==> src/rtl/sm_seq_detect_pkg.sv <==
// Shared LED field layout, widths and sizing helper for the sequence-detector slice.
package sm_seq_detect_pkg;

    localparam int unsigned CNT_LSB   = 0;
    localparam int unsigned PROG_LSB  = 8;
    localparam int unsigned MATCH_BIT = 15;
    localparam int unsigned CNT_W     = 8;
    localparam int unsigned PROG_W    = 4;

    // Bits needed to hold values 0..v-1; never less than one.
    function automatic int unsigned clog2(input longint unsigned v);
        int unsigned     r;
        longint unsigned p;
        r = 0;
        p = 1;
        while (p < v) begin
            p = p << 1;
            r++;
        end
        return (r == 0) ? 1 : r;
    endfunction

endpackage

==> src/rtl/sm_seq_detect_debounce.sv <==
// BTNC synchroniser and debouncer: level follows the button once stable, step pulses on press.
module sm_debounce
    import sm_seq_detect_pkg::*;
#(
    parameter int unsigned DEB_CYCLES = 1000000
) (
    input  logic clk,
    input  logic rst_n,
    input  logic btn,
    output logic level,
    output logic step
);

    localparam int unsigned CW = clog2(longint'(DEB_CYCLES));
    localparam logic [CW-1:0] LAST = CW'(DEB_CYCLES - 1);

    logic          btn_m;
    logic          btn_s;
    logic [CW-1:0] cnt;

    always_ff @(posedge clk or negedge rst_n) begin
        if (!rst_n) begin
            btn_m <= 1'b0;
            btn_s <= 1'b0;
            level <= 1'b0;
            step  <= 1'b0;
            cnt   <= '0;
        end else begin
            btn_m <= btn;
            btn_s <= btn_m;
            step  <= 1'b0;
            // Any cycle agreeing with the current level restarts the stability count.
            if (btn_s != level) begin
                if (cnt == LAST) begin
                    level <= btn_s;
                    step  <= btn_s;
                    cnt   <= '0;
                end else begin
                    cnt <= cnt + 1'b1;
                end
            end else begin
                cnt <= '0;
            end
        end
    end

endmodule

==> src/rtl/sm_seq_detect.sv <==
// Serial pattern detector: debounced BTNC clocks SW[0] into a prefix-matching automaton.
module sm_seq_detect
    import sm_seq_detect_pkg::*;
#(
    parameter int unsigned          PAT_W          = 4,
    parameter logic [PAT_W-1:0]     PATTERN        = 4'b1011,
    parameter int unsigned          DEB_CYCLES     = 1000000,
    parameter int unsigned          STRETCH_CYCLES = 50000000
) (
    input  logic        CLK100MHZ,
    input  logic        CPU_RESETN,
    input  logic [2:0]  SW,
    input  logic        BTNC,
    output logic [15:0] LED
);

    localparam int unsigned TBL_W = 2 * (PAT_W + 1) * PROG_W;
    localparam int unsigned STR_W = clog2(longint'(STRETCH_CYCLES) + 1);

    typedef logic [PROG_W-1:0] prog_t;

    // Entry (2*k + b) is the longest pattern prefix that ends the string
    // "first k pattern bits, then b"; pattern bit 0 is PATTERN[PAT_W-1].
    function automatic logic [TBL_W-1:0] build_trans();
        logic [TBL_W-1:0] t;
        logic [PAT_W:0]   s;
        int unsigned      lim;
        int unsigned      best;
        logic             ok;
        t = '0;
        for (int unsigned k = 0; k <= PAT_W; k++) begin
            for (int unsigned b = 0; b < 2; b++) begin
                s = '0;
                for (int unsigned j = 0; j < k; j++) begin
                    s[j] = PATTERN[PAT_W-1-j];
                end
                s[k] = b[0];
                lim  = (k + 1 < PAT_W) ? k + 1 : PAT_W;
                best = 0;
                for (int unsigned len = 1; len <= lim; len++) begin
                    ok = 1'b1;
                    for (int unsigned i = 0; i < len; i++) begin
                        if (PATTERN[PAT_W-1-i] != s[k+1-len+i]) begin
                            ok = 1'b0;
                        end
                    end
                    if (ok) begin
                        best = len;
                    end
                end
                t[(2*k+b)*PROG_W +: PROG_W] = prog_t'(best);
            end
        end
        return t;
    endfunction

    localparam logic [TBL_W-1:0] TRANS = build_trans();
    localparam prog_t            FULL  = prog_t'(PAT_W);

    logic [2:0]       sw_m;
    logic [2:0]       sw_s;
    logic             btn_level;
    logic             step;
    prog_t            state;
    prog_t            cur;
    prog_t            nxt;
    logic [PROG_W:0]  sel;
    logic [CNT_W-1:0] count;
    logic [STR_W-1:0] stretch;

    wire din     = sw_s[0];
    wire overlap = sw_s[1];
    wire clr     = sw_s[2];

    sm_debounce #(
        .DEB_CYCLES (DEB_CYCLES)
    ) u_deb (
        .clk   (CLK100MHZ),
        .rst_n (CPU_RESETN),
        .btn   (BTNC),
        .level (btn_level),
        .step  (step)
    );

    always_ff @(posedge CLK100MHZ or negedge CPU_RESETN) begin
        if (!CPU_RESETN) begin
            sw_m <= '0;
            sw_s <= '0;
        end else begin
            sw_m <= SW;
            sw_s <= sw_m;
        end
    end

    // Non-overlapping mode restarts from the empty match once the pattern completed.
    always_comb begin
        cur = (state == FULL && !overlap) ? '0 : state;
        sel = {cur, din};
        nxt = TRANS[sel*PROG_W +: PROG_W];
    end

    always_ff @(posedge CLK100MHZ or negedge CPU_RESETN) begin
        if (!CPU_RESETN) begin
            state   <= '0;
            count   <= '0;
            stretch <= '0;
        end else if (clr) begin
            state   <= '0;
            count   <= '0;
            stretch <= '0;
        end else begin
            if (stretch != '0) begin
                stretch <= stretch - 1'b1;
            end
            if (step && btn_level) begin
                state <= nxt;
                if (nxt == FULL) begin
                    count   <= count + 1'b1;
                    stretch <= STR_W'(STRETCH_CYCLES);
                end
            end
        end
    end

    always_comb begin
        LED                         = '0;
        LED[CNT_LSB +: CNT_W]       = count;
        LED[PROG_LSB +: PROG_W]     = state;
        LED[MATCH_BIT]              = (stretch != '0);
    end

endmodule

==> config.mk <==
export PLATFORM = sky130hd
export DESIGN_NAME = sm_seq_detect
export DESIGN_NICKNAME = d
export VERILOG_FILES = /design/src/rtl/sm_seq_detect_pkg.sv /design/src/rtl/sm_seq_detect_debounce.sv /design/src/rtl/sm_seq_detect.sv
export SDC_FILE = /design/constraint.sdc
export NUM_CORES = 1
export LEC_CHECK = 0
export CORE_MARGIN = 5
export CORE_UTILIZATION = 48
export CTS_CLUSTER_DIAMETER = 80
export CTS_CLUSTER_SIZE = 14
export DETAILED_ROUTE_END_ITERATION = 16
export PLACE_DENSITY = 0.76
export SYNTH_ARGS = -nofsm -noshare
export SYNTH_HDL_FRONTEND = slang
export SYNTH_SLANG_ARGS = --single-unit
==> constraint.sdc <==
create_clock -name CLK100MHZ -period 2.9 [get_ports CLK100MHZ]
set_input_delay 0.29 -clock CLK100MHZ [delete_from_list [all_inputs] [get_ports CLK100MHZ]]
set_output_delay 0.29 -clock CLK100MHZ [all_outputs]
set_load 0.03 [all_outputs]
# After elaboration in Yosys (flattened, before gate mapping)
# Index checks and enable logic that the tools add are counted.
[op_classes] n_addsub=3 n_eq_ne=4 shift=1 mux=14 n_reduce_logical=8
[ops] op="$mux 26" count=4
[ops] op="$mux 20" count=2
[ops] op="$shiftx 40x8->4 const A" count=1
[ops] op="$reduce_bool 26->1" count=1
[ops] op="$sub 26x1->26 const B" count=1
[ops] op="$mux 8" count=3
[ops] op="$add 20x1->20 const B" count=1
[ops] op="$eq 20x20->1 const B" count=1
[ops] op="$mux 4" count=3
[ops] op="$add 8x1->8 const B" count=1
[ops] op="$eq 4x3->1 const B" count=2
[ops] op="$reduce_and 2->1" count=2
[ops] op="$reduce_bool 2->1" count=2
[ops] op="$logic_and 1x1->1" count=2
[ops] op="$mux 1" count=2
[ops] op="$logic_not 1->1" count=1
[ops] op="$ne 1x1->1" count=1
[word_totals] register_bits=68 output_inout_bits=16 elab_cells=40

# Logic depth before layout (Yosys ltp)
[logic_depth] word_depth=8 mapped_depth=8 depth_no_buf=8

# Cells and area by module
# Synthesis repeated with hierarchy kept, for this count alone.
[hier_totals] cells_unflattened=343 area_unflattened_um2=3460.8
[by_module_without_submodules] mod="sm_seq_detect" n_inst=1 cells_per_inst=236 area_per_inst_um2=2275.9 seq_area_each_um2=1076.0
[by_module_without_submodules] mod="sm_debounce" n_inst=1 cells_per_inst=107 area_per_inst_um2=1184.9 seq_area_each_um2=600.6

# Worst setup path after synthesis
# Ideal clock, no wire load.
[synth_timing] path_type="register to register" start="register stretch[8]" end="register stretch[7]" arrival_ps=2117 required_time_ps=2770 setup_slack_ps=654 path_stages_with_launch=9 period_less_slack_ps=2246 cell_sequence="dfrtp_1 -> or4_1 -> buf_2 -> nand2b_4 -> buf_6 -> nor3_4 -> inv_2 -> a311oi_2 -> nor3_1"
[synth_via] elab_chain_len=5
[synth_lines] element="start, declared" line_no="sm_seq_detect.sv:69" source="logic [STR_W-1:0] stretch;"
[synth_lines] element="start signal, assigned" line_no="sm_seq_detect.sv:113" source="stretch <= stretch - 1'b1;"
[synth_lines] element="start signal, assigned" line_no="sm_seq_detect.sv:119" source="stretch <= STR_W'(STRETCH_CYCLES);"
[synth_lines] element="$reduce_bool 26->1 *"
[synth_lines] element="named net LED[15]" line_no="sm_seq_detect.sv:14" source="output logic [15:0] LED"
[synth_lines] element="$mux 26 *" line_no="sm_seq_detect.sv:112" source="if (stretch != '0) begin"
[synth_lines] element="$mux 26" line_no="sm_seq_detect.sv:117" source="if (nxt == FULL) begin"
[synth_lines] element="$mux 26 *" line_no="sm_seq_detect.sv:115" source="if (step && btn_level) begin"
[synth_lines] element="$mux 26 *" line_no="sm_seq_detect.sv:107" source="end else if (clr) begin"
# The timed path passes the listed nets; every way through them passes the cells marked *.
# A chain may end at the register's enable or synchronous reset.

# Worst setup path in the final report
[layout_timing] start="register stretch[8]" end="output LED[15]"
[layout_via] elab_chain_len=1
[layout_lines] element="$reduce_bool 26->1" line_no="sm_seq_detect.sv:129" source="LED[MATCH_BIT] = (stretch != '0);"
[layout_lines] element="end, declared" line_no="sm_seq_detect.sv:14"
# No other way between the ends.

==> summary.md <==
| Metric | Value |
|---|---|
| Die Area | 0.00878 mm^2 |
| Clock skew | 0.0176 ns |
| Most frequently used flop master after synthesis | dfrtp_1 |
| Most common cell after layout, fill and taps aside | dfrtp_1 |
| Status | completed |
| Maximum number of pins on one net before global-route repair | 36 |
| Crit path buf inv count | 2 |
| Hold slack | 0.0102 ns |
| Synth cell types | 45 |
| Mean Syn Cell Area | 9.94 um^2 |
| Sw Share | 24.5% |
| Post-Syn Instances | 338 |
| Antenna viol nets, final | 0 |
| VDD IR max | 0.527 mV |
| Vias post-DR | 2606 |
| Max Root-Sink Buffers | 2 |
| # IOs | 22 |
| CP top delay family | simple AND/OR/NAND/NOR gates |
| R2r worst-path depth | 5 |
| Power, Total | 1.80 mW |
| Internal power | 1.36 mW |
| Max incr delay on CP | 0.68 ns |
| P_sw | 0.442 mW |
| # hold bufs at CTS | 0 |
| Initial antenna violation count | 0 |
| Row count | 30 |
| Routed len/inst | 14.7 um |
| R2R setup slack | 0.47 ns |
| Drt drc | 0 |
| CP cell instances | or4_1 -> nand2b_4 -> nor3_4 -> inv_2 -> dlygate4sd2_1 |
| Reg-to-reg endpoint | stretch[6] |
| Share of layout cells above drive strength 1 | 10.1% |
| CTS tree | yes |
| Type of destination of the critical path | primary output |
| Die Wd | 93.7 um |
| Global-route wire length before repair | 11800 um |
| Fmax | 377 MHz |
| Tcrit/Tclk final | 91.5% |
| Max Slew Vio Count | 0 |
| Setup violators final | 0 |
| Area Overhead vs Synth | 14.9% |
| Logic gate share of total power | 3.5% |
| CTS sink count | 67 |
| Total grt overflow | 0 |
| Slowest CP cell | or4_1 |
| Fin util | 56.8% |
| Pre-antenna DRT Iters | 4 |
| Reg-to-reg startpoint | stretch[8] |
| Leak | 1.69 nW |
| Synthesized flop and latch total | 67 |
| CTS buffer count | 9 |
| Required time of the critical path | 2.61 ns |
| Die Ht | 93.7 um |
| WL final | 6800 um |
| Clk network pwr share | 43.8% |
| Fin worst setup slack | 0.247 ns |
| GPL Wtd Cong | 0.846 |
| Final setup TNS | 0 ns |
| Number of DRC markers in iteration 0 | 163 |
| Setup repair bufs after CTS | 0 |
| Clock-pin slew on the worst setup and hold paths | 0.08 ns |
| Fin crit period | 2.65 ns |
| Worst slack at placement | 0.377 ns |
| Vias in the first global route | 2588 |
| Root Driver | clkbuf_8 |
| Synth async-reset ratio | 100% |
| Dpl hpwl | 4600 um |
| Worst-Margin Slew | 0.807 ns |
| Post-synthesis sequential area ratio | 49.9% |
| H-tree depth | 3 |
| RSZ-0062 raised after global routing | no |
| Initial cell density of the core | 49.5% |
| Routed vias/inst | 5.62 |
| Clk_lat worst skew | 0.35 ns |
| Worst Path Max Fanout | 8 |
| Seq pwr share | 52.7% |
| Final hold violations | 0 |
| GRT Total Usage | 16.8% |
| Antenna cell count | 0 |
| Max Cap Viol | 0 |
| Power density over the cells | 467 mW/mm^2 |
| Mapped cell area | 0.00336 mm^2 |
| Max-slew headroom | 45.7% |
| Setup CP Type | register to primary output |
| Commonest cells after routing, fill and taps aside | dfrtp_1, nor2_1, xor2_1 |
| Post-synth EDFFs | 0 |
| Hold Path Class | input pin to async pin |
| Nets | 375 |
| IO Port Bufs | 17 |
| Yosys warns | 0 |
| CP Data Arrival Time | 2.36 ns |
| Startpoint type of the worst setup path | register |
| Core ar. | 0.00679 mm^2 |
-- cells in the mapped netlist, types with 3 or more instances --
master    instances  area (um^2)
ha_1              6         75.1
clkbuf_1          8         30.0
nor4_1            4         25.0
o41ai_1           4         35.0
nand4_1          12         75.1
o21ai_0           6         30.0
xor2_1           22          193
or4_1             7         52.6
dfrtp_1          67         1680
o31ai_1           8         60.1
or3_1             8         50.1
nand3_1          14         70.1
and3_1            6         37.5
nor3_1           16         80.1
buf_4             4         30.0
a31oi_1           8         50.1
xnor2_1          11         96.3
o311ai_0          4         35.0
nor2_1           47          176
nand2_1          20         75.1
inv_1             7         26.3
a21oi_1          13         65.1
and4_1            3         26.3
-- power by group through the flow --
stage               clock network (mW)  registers (mW)  logic (mW)
global route                     0.845           0.950      0.0713
detailed placement                   0           0.968      0.0648
global placement                     0           0.967      0.0638
CTS                              0.806           0.949      0.0650
finish                           0.790           0.949      0.0630
floorplan                            0           0.966      0.0327
-- stage by stage --
stage | std cells | instance area [um^2]
global route | 464 | 3860
detailed placement | 448 | 3660
CTS | 464 | 3860
global placement | 448 | 3660
finish | 464 | 3860
floorplan | 341 | 3370
-- state kept, by name, indices dropped and copies added (netlist names) --
| name | flops |
|---|---|
| u_deb.step | 1 |
| state | 3 |
| u_deb.btn_m | 1 |
| sw_m | 3 |
| sw_s | 3 |
| count | 8 |
| u_deb.btn_s | 1 |
| stretch | 26 |
| u_deb.cnt | 20 |
| u_deb.level | 1 |
-- repair_timing --
action	CTS	global route
endpoints found under the hold margin	0	0
setup endpoints to repair	1	0
gates resized for setup	1	0
-- final cells by class --
type / count / area [um^2]
Fill cell: 567 / 2930
Sequential cell: 67 / 1680
Timing Repair Buffer: 26 / 244
Clock buffer: 9 / 124
Multi-Input combinational cell: 251 / 1590
Clock inverter: 7 / 75.1
Tap cell: 96 / 120
Inverter: 8 / 30.0
-- worst reg2reg max path: cells and delay by family, from the launching register on --
family | cells | cell delay [ns]
AO/OA/AOI/OAI | 3 | 0.99
AND/OR/NAND/NOR | 2 | 0.92
flip-flops | 1 | 0.42
-- routing by layer --
metal	global-route usage (%)	share of wire, %	vias up	routed length, um
met4	6.74	1.6	0	109
met1	21.0	46	1295	3110
li1	-	-	1270	-
met5	0	0	-	0
met2	28.5	50	30	3400
met3	3.53	2.6	11	177
-- worst max-delay path by stage --
| stage | slack [ns] | endpoint | depth (start not counted) | start |
|---|---|---|---|---|
| 2_1_floorplan | 0.65 | stretch[7] | 8 | stretch[8] |
| 4_1_cts | 0.23 | LED[15] | 5 | stretch[8] |
| 3_3_place_gp | 0.41 | LED[15] | 5 | stretch[8] |
| 5_1_grt | 0.17 | LED[15] | 5 | stretch[8] |
| 6_report | 0.25 | LED[15] | 5 | stretch[8] |
| 3_5_place_dp | 0.38 | LED[15] | 5 | stretch[8] |
-- kinds of logic (layout without fill, tap and decap cells) --
group / Yosys count / in the layout / share of synthesized area [%]
xor gates and xnor gates: 33 / 33 / 8.60
DFF: 67 / 67 / 49.9
and+or+nand+nor: 155 / 155 / 24.8
adders and majority gates: 6 / 6 / 2.23
muxes: 3 / 3 / 0.968
AOI/OAI and AO/OA: 50 / 50 / 10.1
other: 1 / 4 / 0.112
buffers and inverters: 23 / 50 / 3.31
(Power assumes the default switching activity.)
